### config.mk
export PLATFORM = sky130hd
export DESIGN_NAME = hazard_ctrl
export DESIGN_NICKNAME = d
export VERILOG_FILES = /design/src/rtl/hazard_ctrl.sv
export SDC_FILE = /design/constraint.sdc
export NUM_CORES = 1
export LEC_CHECK = 0
export ABC_AREA = 1
export CAP_MARGIN = 20
export CORE_UTILIZATION = 35
export DETAILED_ROUTE_END_ITERATION = 10
export PLACE_DENSITY_LB_ADDON = 0.3
export SYNTH_ARGS = -nofsm -noshare
export SYNTH_HDL_FRONTEND = slang
export SYNTH_SLANG_ARGS = --single-unit
### constraint.sdc
create_clock -name clk -period 2.7 [get_ports clk]
set_clock_uncertainty 0.2 [all_clocks]
set_input_delay 0.27 -clock clk [delete_from_list [all_inputs] [get_ports clk]]
set_output_delay 0.27 -clock clk [all_outputs]
set_load 0.02 [all_outputs]
### src/rtl/hazard_ctrl.sv
// Pipeline sequencer for the 5-stage RV core: per-stage stall/flush from load-use, jumps,
// mul/div and LS memory waits, with a wait-state FSM, perf counters and a sticky memory timeout.
module hazard_ctrl #(
    parameter int CNT_W       = 32,
    parameter int MEM_TIMEOUT = 255,
    parameter int TO_W        = 8
) (
    input  logic             clk,
    input  logic             rst_n,
    input  logic [4:0]       rs1_idx_id,
    input  logic [4:0]       rs2_idx_id,
    input  logic             rs1_used_id,
    input  logic             rs2_used_id,
    input  logic [4:0]       rd_idx_ex,
    input  logic             wben_ex,
    input  logic             is_load_ex,
    input  logic             is_jump_ex,
    input  logic             md_busy_ex,
    input  logic             md_done_ex,
    input  logic             mem_req_ls,
    input  logic             mem_ack_ls,
    output logic             stall_if_o,
    output logic             stall_id_o,
    output logic             stall_ex_o,
    output logic             stall_ls_o,
    output logic             flush_id_o,
    output logic             flush_ex_o,
    output logic             flush_ls_o,
    output logic             flush_wb_o,
    output logic [1:0]       state_o,
    output logic             mem_err_o,
    output logic [CNT_W-1:0] stall_cnt_o,
    output logic [CNT_W-1:0] flush_cnt_o
);

    localparam logic [1:0] ST_RUN      = 2'd0;
    localparam logic [1:0] ST_MEM_WAIT = 2'd1;
    localparam logic [1:0] ST_MD_WAIT  = 2'd2;

    localparam logic [TO_W-1:0] TO_LIMIT = TO_W'(MEM_TIMEOUT);

    logic [1:0]      state;
    logic [1:0]      state_nxt;
    logic [TO_W-1:0] to_cnt;
    logic [TO_W-1:0] to_cnt_inc;
    logic            lu;
    logic            memw;
    logic            mdw;
    logic            jump_flush;
    logic [7:0]      ctrl;

    function automatic logic [CNT_W-1:0] sat_inc_cnt(input logic [CNT_W-1:0] v);
        return (&v) ? v : v + CNT_W'(1);
    endfunction

    function automatic logic [TO_W-1:0] sat_inc_to(input logic [TO_W-1:0] v);
        return (&v) ? v : v + TO_W'(1);
    endfunction

    always_comb begin
        lu   = is_load_ex & wben_ex & (rd_idx_ex != 5'd0) &
               ((rs1_used_id & (rs1_idx_id == rd_idx_ex)) |
                (rs2_used_id & (rs2_idx_id == rd_idx_ex)));
        memw = mem_req_ls & ~mem_ack_ls;
        mdw  = md_busy_ex & ~md_done_ex;
    end

    // ctrl = {stall_if, stall_id, stall_ex, stall_ls, flush_id, flush_ex, flush_ls, flush_wb}
    always_comb begin
        ctrl       = 8'b0000_0000;
        jump_flush = 1'b0;
        if (!rst_n) begin
            ctrl = 8'b0000_1111;
        end else if (memw) begin
            ctrl = 8'b1111_0001;
        end else if (mdw) begin
            ctrl = 8'b1110_0010;
        end else if (is_jump_ex) begin
            ctrl       = 8'b0000_1100;
            jump_flush = 1'b1;
        end else if (lu) begin
            ctrl = 8'b1100_0100;
        end
    end

    assign {stall_if_o, stall_id_o, stall_ex_o, stall_ls_o,
            flush_id_o, flush_ex_o, flush_ls_o, flush_wb_o} = ctrl;

    always_comb begin
        state_nxt = ST_RUN;
        case (state)
            ST_RUN: begin
                if (memw)     state_nxt = ST_MEM_WAIT;
                else if (mdw) state_nxt = ST_MD_WAIT;
            end
            ST_MEM_WAIT: begin
                if (!mem_ack_ls) state_nxt = ST_MEM_WAIT;
                else if (mdw)    state_nxt = ST_MD_WAIT;
            end
            ST_MD_WAIT: begin
                // An LS access stuck behind the mul/div takes over the wait.
                if (memw)             state_nxt = ST_MEM_WAIT;
                else if (!md_done_ex) state_nxt = ST_MD_WAIT;
            end
            default: state_nxt = ST_RUN;
        endcase
    end

    assign to_cnt_inc = sat_inc_to(to_cnt);

    always_ff @(posedge clk) begin
        if (!rst_n) begin
            state       <= ST_RUN;
            to_cnt      <= '0;
            mem_err_o   <= 1'b0;
            stall_cnt_o <= '0;
            flush_cnt_o <= '0;
        end else begin
            state <= state_nxt;
            if (state == ST_MEM_WAIT) begin
                to_cnt <= (state_nxt == ST_MEM_WAIT) ? to_cnt_inc : '0;
                if (to_cnt_inc >= TO_LIMIT) mem_err_o <= 1'b1;
            end else begin
                to_cnt <= '0;
            end
            if (stall_if_o) stall_cnt_o <= sat_inc_cnt(stall_cnt_o);
            if (jump_flush) flush_cnt_o <= sat_inc_cnt(flush_cnt_o);
        end
    end

    assign state_o = state;

endmodule
Yosys cells after proc, flatten, opt, wreduce, memory -nomap -nowiden
Cells that the tools add are included.
{ "classes": {"n_reduce_logical": 9, "mux": 16, "add_sub_neg": 3, "n_eq_ne": 5, "n_lt_le_gt_ge": 1, "bitwise_logic": 12} }
{ "op_table": {"columns": ["cell", "count"], "rows": [
  ["32-bit by 1-bit adder with 32-bit output, second input constant", 2],
  ["32-bit AND reduction", 2],
  ["8-bit 2-to-1 mux", 6],
  ["5-bit == test", 2],
  ["2-bit 2-to-1 mux", 5],
  ["8-bit by 1-bit adder with 8-bit output, second input constant", 1],
  ["8-bit greater-or-equal comparator, second input constant", 1],
  ["8-bit AND reduction", 1],
  ["1-bit bitwise AND", 7],
  ["2-bit one-hot mux with 3 select lines", 1],
  ["2-bit AND reduction", 3],
  ["5-bit nonzero test", 1],
  ["2-bit by 1-bit == test with 1-bit output, second input constant", 2],
  ["1-bit 2-to-1 mux", 4],
  ["1-bit inverter", 4],
  ["3-bit AND reduction", 1],
  ["2-bit == test, second input constant", 1],
  ["2-bit logical NOT", 1],
  ["1-bit OR", 1]
]} }
{ "totals": {"output_inout_bits": 75, "register_bits": 75, "in_bits": 26, "wordCells": 51} }

Depth between registers and ports, before layout
Gate-level depths: netlist of run 1.
{ "logic_depth": {"word_depth": 10, "mapped_depth": 12, "mapped_depth_nobuf": 12} }

Worst setup path before layout of run 1
OpenSTA, ideal clock, no wires.
{ "synth_path": {"path_type": "register -> register", "from": "reg stall_cnt_o[0]", "to": "reg stall_cnt_o[10]", "path_slack_ns": 0.600, "synth_period_minus_slack_ns": 2.100, "path_buffers": 1, "t_arrival_ns": 1.768, "setup_ns": 0.132, "required_ns": 2.368, "stages_incl_launch_ff": 10, "cell_sequence": "dfxtp_1 ha_1 inv_2 nor2_4 nand3_2 nor2_2 nand4_2 clkbuf_1 nand4_1 a21oi_1"} }
{ "synth_via": {"elab_chain_len": 3, "word_cells_on_any_way": 4, "cone_classes": "1 x add/sub; 1 x bitwise; 2 x reduce/logical"} }
{ "synth_lines": {"columns": ["element", "line_no", "text"], "rows": [
  ["start, declared", "32", "output logic [CNT_W-1:0] stall_cnt_o,"],
  ["start signal, assigned", "126", "if (stall_if_o) stall_cnt_o <= sat_inc_cnt(stall_cnt_o);"],
  ["parallel branches: the longest is 3 deep, another holds 32-bit by 1-bit adder with 32-bit output", null, null]
]} }
Parallel ways; which one is timed is not known.
A chain may end at the register's enable or synchronous reset.

Worst setup path after layout of run 1
{ "layout_path": {"from": "in rst_n", "to": "out stall_ex_o"} }
{ "layout_via": {"elab_chain_len": 1} }
{ "layout_lines": {"columns": ["element", "line_no", "text"], "rows": [
  ["start, declared", "9", "input logic rst_n,"],
  ["8-bit 2-to-1 mux", "72", "if (!rst_n) begin"],
  ["end, declared", "24", "output logic stall_ex_o,"]
]} }
Every way passes these cells.

==> results of run 1 <==
## Yosys cell counts, drive strengths merged
master	count
and3	2
ha	3
dfxtp	75
xor2	23
nand2	291
o21ai	8
xnor2	12
a31oi	1
nor3	17
a21oi	62
inv	67
nand3	28
buf	13
nor4	2
clkinv	1
o21bai	1
clkbuf	12
nor2	118
nand4	42
nand3b	18
## layer usage
layer	global-route usage, %	vias to the layer above	part of all wire (%)
met3	5.61	27	5.7
met1	25.6	2390	46
met5	0	-	0
li1	-	2774	-
met2	32.5	149	46
met4	7.58	0	2.6
## per-stage QoR
stage	total power, uW	utilization, %	setup TNS (ps)
4_1_cts	2620	47.9	0
5_1_grt	2710	47.9	0
3_5_place_dp	1380	45.6	-24.6
2_1_floorplan	1270	-	0
3_3_place_gp	1380	45.6	0
6_report	2590	47.9	0
## cells by family (layout without fill, tap and decap cells)
family	count (synthesis)	after routing
AOI/OAI and AO/OA	72	72
xor gates and xnor gates	35	35
adders and majority gates	3	3
buffers and inverters	93	206
DFF	75	75
and+or+nand+nor	518	518
## layout make-up
type | instances | area, um^2 | area share [%]
flip-flops and latches | 75 | 1500 | 23.4
inverters | 68 | 255 | 3.97
multi-input cells | 628 | 2970 | 46.3
clock inverters | 1 | 30.0 | 0.468
well taps | 176 | 220 | 3.43
clock buffers | 15 | 278 | 4.32
repair buffers | 122 | 1170 | 18.2
## path summary, 6_finish.rpt
path	cells past startpoint	slack (ps)	endpoint	startpoint
max reg2reg	11	360	flush_cnt_o[28]$_SDFFE_PN0P_	flush_cnt_o[1]$_SDFFE_PN0P_
max	5	260	stall_ex_o	rst_n
min reg2reg	2	250	mem_err_o$_SDFFE_PN0P_	mem_err_o$_SDFFE_PN0P_
min	2	250	mem_err_o$_SDFFE_PN0P_	mem_err_o$_SDFFE_PN0P_
## worst min-delay path, stage by stage (launching register included)
cell,delay (ps)
dfxtp_1,310
inv_1,50
a21oi_1,50
## flip-flops by register name, summed over array words and instances, names as in the netlist
signal       count
flush_cnt_o     32
mem_err_o        1
stall_cnt_o     32
state_o          2
to_cnt           8
## what timing repair did
item / in CTS / in global routing
cloned: 0 / 0
setup endpoints to repair: 2 / 1
pin swaps: 0 / 0
resized for setup: 2 / 1
## power groups by stage
stage / clock network (uW) / registers, uW / logic (uW)
floorplan: 0 / 1150 / 120
global placement: 0 / 1140 / 236
detailed placement: 0 / 1140 / 237
CTS: 1270 / 1120 / 236
global route: 1330 / 1120 / 257
finish: 1240 / 1120 / 235
==> results.cfg, run 1 <==
[synthesis]
ys_warn_count = 0
synthAdderAreaFrac_pct = 0.771
syn_area_um2 = 4870
seq_area_frac_synth_pct = 30.8
synth_top_family_by_area = simple AND/OR/NAND/NOR gates
synth_simple_gate_area_share_pct = 46.3
synth_xor_area_share_pct = 6.29
synthMuxAreaShare_pct = 0
yosysTopAreaCell = dfxtp_1
yosys.area.top_type_share_pct = 30.8
synth_cells = 796
synth_area_leaders = dfxtp_1, nand2_1, nor2_1
synth_compound_area_share_pct = 7.63
syn_avg_cell_area_um2 = 6.12
synth_seq_cells = 75
synth_cell_types = 33
synth_nets = 825

[power_and_ir_drop]
cellLeakagePower_uw = 0.00246
switchingPower_uw = 587
power_density_nw_per_um2 = 403
p_int_uw = 2000
ir_drop_v = 0.000270
seqPwrFrac_pct = 43.2
combPwrFrac_pct = 9.1
power_frac_clock_pct = 47.7
switching_share_pct = 22.7

[global_routing]
grt_pass1_vias = 4864
grt_max_degree = 34
grt_overflow = 0
antenna_found_initial = 0
grt_pass1_wl_um = 23200
grt_usage_pct = 20.2

[clock_tree]
cts.hold.buffers_added = 0
cts_buffers = 9
path_clk_slew_ps = 60
cts.sinks = 75
h-tree-depth = 3
cts_buffer_depth = 2
cts_tree = done
clock-root-buffer = clkbuf_16
cts_setup_buffers = 0
clk_latency_ps = 340

[detailed_routing]
drt_first_iter_violations = 310
first_pass_iters = 5
postRouteAntennaNets = 0
via_count = 5340
wl_per_cell_um = 12.9
drcViolationCount = 0
wirelength_um = 14000
vias_per_cell = 4.92

[setup_path]
cp_max_fo = 20
crit_family = buffers and inverters
required_ps = 2230
cpMostUsedCell = clkdlybuf4s50_1
worstPathArrival_ps = 1970
worst-path-buf-inv = 4
path_class = in2out
critPathCaptureType = output pin
worstPathCellList = clkdlybuf4s50_1 > buf_4 > inv_2 > nor2_1 > clkdlybuf4s50_1
critPathMaxStageDelay_ps = 640
crit_slowest_cell = clkdlybuf4s50_1
worst_setup_path_start_kind = input pin

[floorplan]
dieArea_um2 = 14400
core-area_um2 = 13400
initial_utilization_pct = 36.3
die_w_um = 120
fp-row-count = 42
die_h_um = 120
io_pins = 101

[placed_design]
place_inst = 1069
finalWeightedCongestion = 0.936
dpl_cell_area_um2 = 6110
pre_cts_slack_ps = -17.7
io_buffers = 100
hpwlAfterDp_um = 10800

[cells_and_area]
layout_commonest_cell = nand2_1
instances_no_fill = 1085
drive_above_1_share_pct = 6.27
layout_common_cells = nand2_1, nor2_1, clkdlybuf4s50_1
final_cell_area_um2 = 6420
antenna_cells = 0
syn_to_final_growth_pct = 31.9
fill_cells = 1390
fin_nets = 933

[timing]
timing.final.ws_setup_ps = 261
setup-violations-final = 0
max_freq_mhz = 410
fin_crit_sh_pct = 90.3
holdWs_ps = 252
rsz0062_at_grt = false
slew_violations = 0
worst_pin_slew_ps = 504
timing.slew.headroom_pct = 66.1
hold_viol = 0
post-route-min-period_ps = 2440

[job]
maxCapViolations = 0

[outcome]
outcome = finished, final reports clean

[hold_path]
hold_path.class = reg2reg
No activity file was read; power rests on OpenSTA's default activity.
==> run 2: changes to the inputs <==
--- a/config.mk
+++ b/config.mk
@@ -8,7 +8,9 @@
 export ABC_AREA = 1
 export CAP_MARGIN = 20
 export CORE_UTILIZATION = 35
+export CTS_BUF_LIST = sky130_fd_sc_hd__clkbuf_2
 export DETAILED_ROUTE_END_ITERATION = 10
+export HOLD_SLACK_MARGIN = 0.05
 export PLACE_DENSITY_LB_ADDON = 0.3
 export SYNTH_ARGS = -nofsm -noshare
 export SYNTH_HDL_FRONTEND = slang
==> results.cfg, run 2 (synthesis gave the netlist of run 1 again) <==
[outcome]
outcome = finished, final reports clean

[cells_and_area]
largest_registers = flush_cnt_o x32, stall_cnt_o x32, to_cnt x8
syn_to_final_growth_pct = 27.9
drive_above_1_share_pct = 6.26
fin_nets = 934
instances_no_fill = 1087
layout_common_cells = nand2_1, nor2_1, clkdlybuf4s50_1
layout_commonest_cell = nand2_1
final_core_util_pct = 46.5

[job]
maxCapViolations = 0

[placed_design]
pre_cts_slack_ps = -17.7
place_inst = 1069
hpwlAfterDp_um = 10800
io_buffers = 100
finalWeightedCongestion = 0.936

[timing]
hold_viol = 0
holdWs_ps = 206
rsz0062_at_grt = false
worst_pin_slew_ps = 509
setup-violations-final = 0
timing.slew.headroom_pct = 65.7
slew_violations = 0
max_freq_mhz = 412
fin_crit_sh_pct = 90.0
post-route-min-period_ps = 2430
timing.final.ws_setup_ps = 271

[setup_path]
worstPathArrival_ps = 1960
worstSetupStartpoint = rd_idx_ex[3]
path_class = in2out
cp-endpoint = flush_ex_o
cp_max_fo = 3
worstReg2RegStart = flush_cnt_o[1]$_SDFFE_PN0P_
r2r_end = flush_cnt_o[28]$_SDFFE_PN0P_
worst-r2r-setup-slack_ps = 330
critPathCaptureType = output pin
required_ps = 2230
worst_setup_path_start_kind = input pin
r2r_cells = 11

[detailed_routing]
drcViolationCount = 0
drt_first_iter_violations = 326
wl_per_cell_um = 12.7
via_count = 5253
first_pass_iters = 4
wirelength_um = 13900
postRouteAntennaNets = 0
vias_per_cell = 4.83

[floorplan]
initial_utilization_pct = 36.3
die_h_um = 120
fp-row-count = 42
core-area_um2 = 13400
die_w_um = 120
dieArea_um2 = 14400
io_pins = 101

[clock_tree]
clock-root-buffer = clkbuf_2
clk_latency_ps = 570
cts_setup_buffers = 0
cts_buffers = 9
cts.sinks = 75
h-tree-depth = 3
path_clk_slew_ps = 190
cts_buffer_depth = 2
cts_tree = done

[power_and_ir_drop]
cellLeakagePower_uw = 0.00238
power_density_nw_per_um2 = 314
ir_drop_v = 0.000171

[global_routing]
grt_usage_pct = 20.2
grt_overflow = 0
grt_max_degree = 34
grt_pass1_wl_um = 23200
grt_pass1_vias = 4856
antenna_found_initial = 1

[hold_path]
hold_path.class = in2reg
hold_path_depth = 4
run 2: cell count changes in the layout (fill, tap and decap cells not counted), sizes merged:
| cell | change |
|---|---|
| diode | +1 |
| dlygate4sd3 | +1 |
| clkbuf | -3 |
| clkinv | +3 |
run 2: critical path: stages:
cell             delay [ps]
clkdlybuf4s50_1         500
inv_1                    80
nand2_1                  60
nand2_1                  40
nor2_1                  100
nand3_1                  80
nand2_1                  70
nand2_1                  90
o21ai_0                 200
buf_4                   150
dlygate4sd2_1           320
run 2: what timing repair did:
| action | in CTS | in global routing |
|---|---|---|
| endpoints found under the setup margin | 2 | 1 |
| gates resized for setup | 2 | 1 |
| endpoints found under the hold margin | 1 | 0 |
| hold buffers | 1 | 0 |
run 2: worst min-delay path by stage:
| stage | end | slack, ps | start |
|---|---|---|---|
| 6_report | state_o[1]$_SDFF_PN0_ | 210 | md_done_ex |
| 5_1_grt | state_o[1]$_SDFF_PN0_ | 160 | md_done_ex |
| 4_1_cts | state_o[1]$_SDFF_PN0_ | 150 | md_done_ex |
| 3_5_place_dp | mem_err_o$_SDFFE_PN0P_ | 250 | mem_err_o$_SDFFE_PN0P_ |
| 3_3_place_gp | mem_err_o$_SDFFE_PN0P_ | 240 | mem_err_o$_SDFFE_PN0P_ |
| 2_1_floorplan | state_o[0]$_SDFF_PN0_ | 230 | mem_req_ls |
run 2: layout make-up:
type | instances | area (um^2)
Timing Repair Buffer | 123 | 1180
Antenna cell | 1 | 2.50
Fill cell | 1409 | 7170
Multi-Input combinational cell | 628 | 2970
Tap cell | 176 | 220
Inverter | 68 | 255
Sequential cell | 75 | 1500
Clock inverter | 4 | 41.3
Clock buffer | 12 | 60.1
run 2: metal layers:
layer | vias up | GRT usage (%) | share of wire (%)
li1 | 2778 | - | -
met1 | 2340 | 25.7 | 47
met2 | 116 | 32.5 | 46
met3 | 19 | 5.47 | 4.8
met4 | 0 | 7.11 | 2.1
met5 | - | 0 | 0
run 2: through the flow:
stage | setup TNS [ps] | power, uW | area [um^2]
final | 0 | 1960 | 6230
after global routing | 0 | 2070 | 6230
after CTS | 0 | 1990 | 6220
after detailed placement | -24.6 | 1380 | 6110
after global placement | 0 | 1380 | 6110
after floorplan | 0 | 1270 | 4870
run 2: where the power goes:
part / total (uW) / switching, uW / leakage [uW] / internal, uW
Clock: 602 / 385 / 0.0000687 / 217
Combinational: 236 / 137 / 0.00171 / 99.0
Sequential: 1120 / 5.94 / 0.000605 / 1110
Total: 1960 / 527 / 0.00238 / 1430
==> run 3: changes to the inputs <==
--- a/config.mk
+++ b/config.mk
@@ -10,7 +10,6 @@
 export CORE_UTILIZATION = 35
 export CTS_BUF_LIST = sky130_fd_sc_hd__clkbuf_2
 export DETAILED_ROUTE_END_ITERATION = 10
-export HOLD_SLACK_MARGIN = 0.05
 export PLACE_DENSITY_LB_ADDON = 0.3
 export SYNTH_ARGS = -nofsm -noshare
 export SYNTH_HDL_FRONTEND = slang
==> results.cfg, run 3 (synthesis gave the netlist of run 1 again) <==
[setup_path]
critPathCaptureType = output pin
cp_max_fo = 3
worstPathCellList = clkdlybuf4s50_1 > inv_1 > nand2_1 > nand2_1 > nor2_1 > nand3_1 > nand2_1 > nand2_1 > o21ai_0 > buf_4 > dlygate4sd2_1
critPathMaxStageDelay_ps = 500
crit_slowest_cell = clkdlybuf4s50_1
required_ps = 2230
path_class = in2out
worstPathArrival_ps = 1960
cpMostUsedCell = nand2_1
worst_setup_path_start_kind = input pin

[timing]
setup-violations-final = 0
worst_pin_slew_ps = 506
timing.slew.headroom_pct = 66.0
timing.final.ws_setup_ps = 272
rsz0062_at_grt = false
post-route-min-period_ps = 2430
hold_viol = 0
max_freq_mhz = 412
slew_violations = 0
tns_ps = 0
fin_crit_sh_pct = 89.9

[clock_tree]
cts.sinks = 75
cts_setup_buffers = 0
h-tree-depth = 3
cts_buffer_depth = 2
cts_tree = done
clk_latency_ps = 560
cts_buffers = 9
path_clk_slew_ps = 190
clock-root-buffer = clkbuf_2
cts.hold.buffers_added = 0

[cells_and_area]
multi_input_area_um2 = 2970
fill_cells = 1410
layout_commonest_cell = nand2_1
layout_common_cells = nand2_1, nor2_1, clkdlybuf4s50_1
largest_registers = flush_cnt_o x32, stall_cnt_o x32, to_cnt x8
syn_to_final_growth_pct = 27.7
instances_no_fill = 1086
fin_nets = 933
drive_above_1_share_pct = 6.27
regArea_um2 = 1500
final_cell_area_um2 = 6220

[placed_design]
finalWeightedCongestion = 0.936
io_buffers = 100
pre_cts_slack_ps = -17.7
dpl_cell_area_um2 = 6110
place_inst = 1069
hpwlAfterDp_um = 10800

[detailed_routing]
postRouteAntennaNets = 0
vias_per_cell = 4.82
drcViolationCount = 0
via_count = 5237
wirelength_um = 13800
wl_per_cell_um = 12.7
drt_first_iter_violations = 286
first_pass_iters = 4

[global_routing]
antenna_found_initial = 1
grt_usage_pct = 20.2
grt_pass1_vias = 4847
grt_pass1_wl_um = 23100
grt_overflow = 0
grt_max_degree = 34

[job]
maxCapViolations = 0

[floorplan]
fp-row-count = 42
core-area_um2 = 13400
die_w_um = 120
initial_utilization_pct = 36.3
io_pins = 101
die_h_um = 120
dieArea_um2 = 14400

[power_and_ir_drop]
power_uw = 1960
power_density_nw_per_um2 = 314
ir_drop_v = 0.000171
cellLeakagePower_uw = 0.00238

[outcome]
outcome = finished, final reports clean

[hold_path]
hold_path.class = in2reg
[run 3: path summary, 6_finish.rpt]
check	from	to	slack (ps)	cells past startpoint
max	rd_idx_ex[3]	flush_ex_o	270	11
max reg2reg	flush_cnt_o[1]$_SDFFE_PN0P_	flush_cnt_o[28]$_SDFFE_PN0P_	340	11
min reg2reg	mem_err_o$_SDFFE_PN0P_	mem_err_o$_SDFFE_PN0P_	270	2
min	mem_req_ls	state_o[0]$_SDFF_PN0_	100	3
[run 3: stage by stage]
step	hold slack, ps	util, %
3_3_place_gp	237	45.6
4_1_cts	33.8	46.4
5_1_grt	14.2	46.4
6_report	96.9	46.4
3_5_place_dp	249	45.6
2_1_floorplan	230	-
[run 3: routing by layer]
layer	track usage, %	share of wire, %
met5	0	0
met4	7.11	2.1
met3	5.47	5.1
met2	32.5	46
met1	25.8	47
[run 3: final cells by class]
type	instances	share of cell area (%)
clock buffers	12	0.966
flip-flops and latches	75	24.1
repair buffers	122	18.8
diodes	1	0.0402
clock inverters	4	0.664
well taps	176	3.54
inverters	68	4.10
multi-input cells	628	47.8
[run 3: repair_timing]
item | in CTS | in global routing
setup endpoints to repair | 2 | 1
resized for setup | 2 | 1
cloned | 0 | 0
[run 3: report_power, final]
part           internal, uW  total (uW)  switching [uW]  leakage (uW)
sequential             1110        1120            5.94      0.000605
combinational          98.1         234             136       0.00171
clock                   217         601             384     0.0000687
[run 3: critical path: cells and delay by family]
kind / cells / cell delay [ps]
buf+inv: 4 / 1050
simple gates: 6 / 430
compound gates: 1 / 200
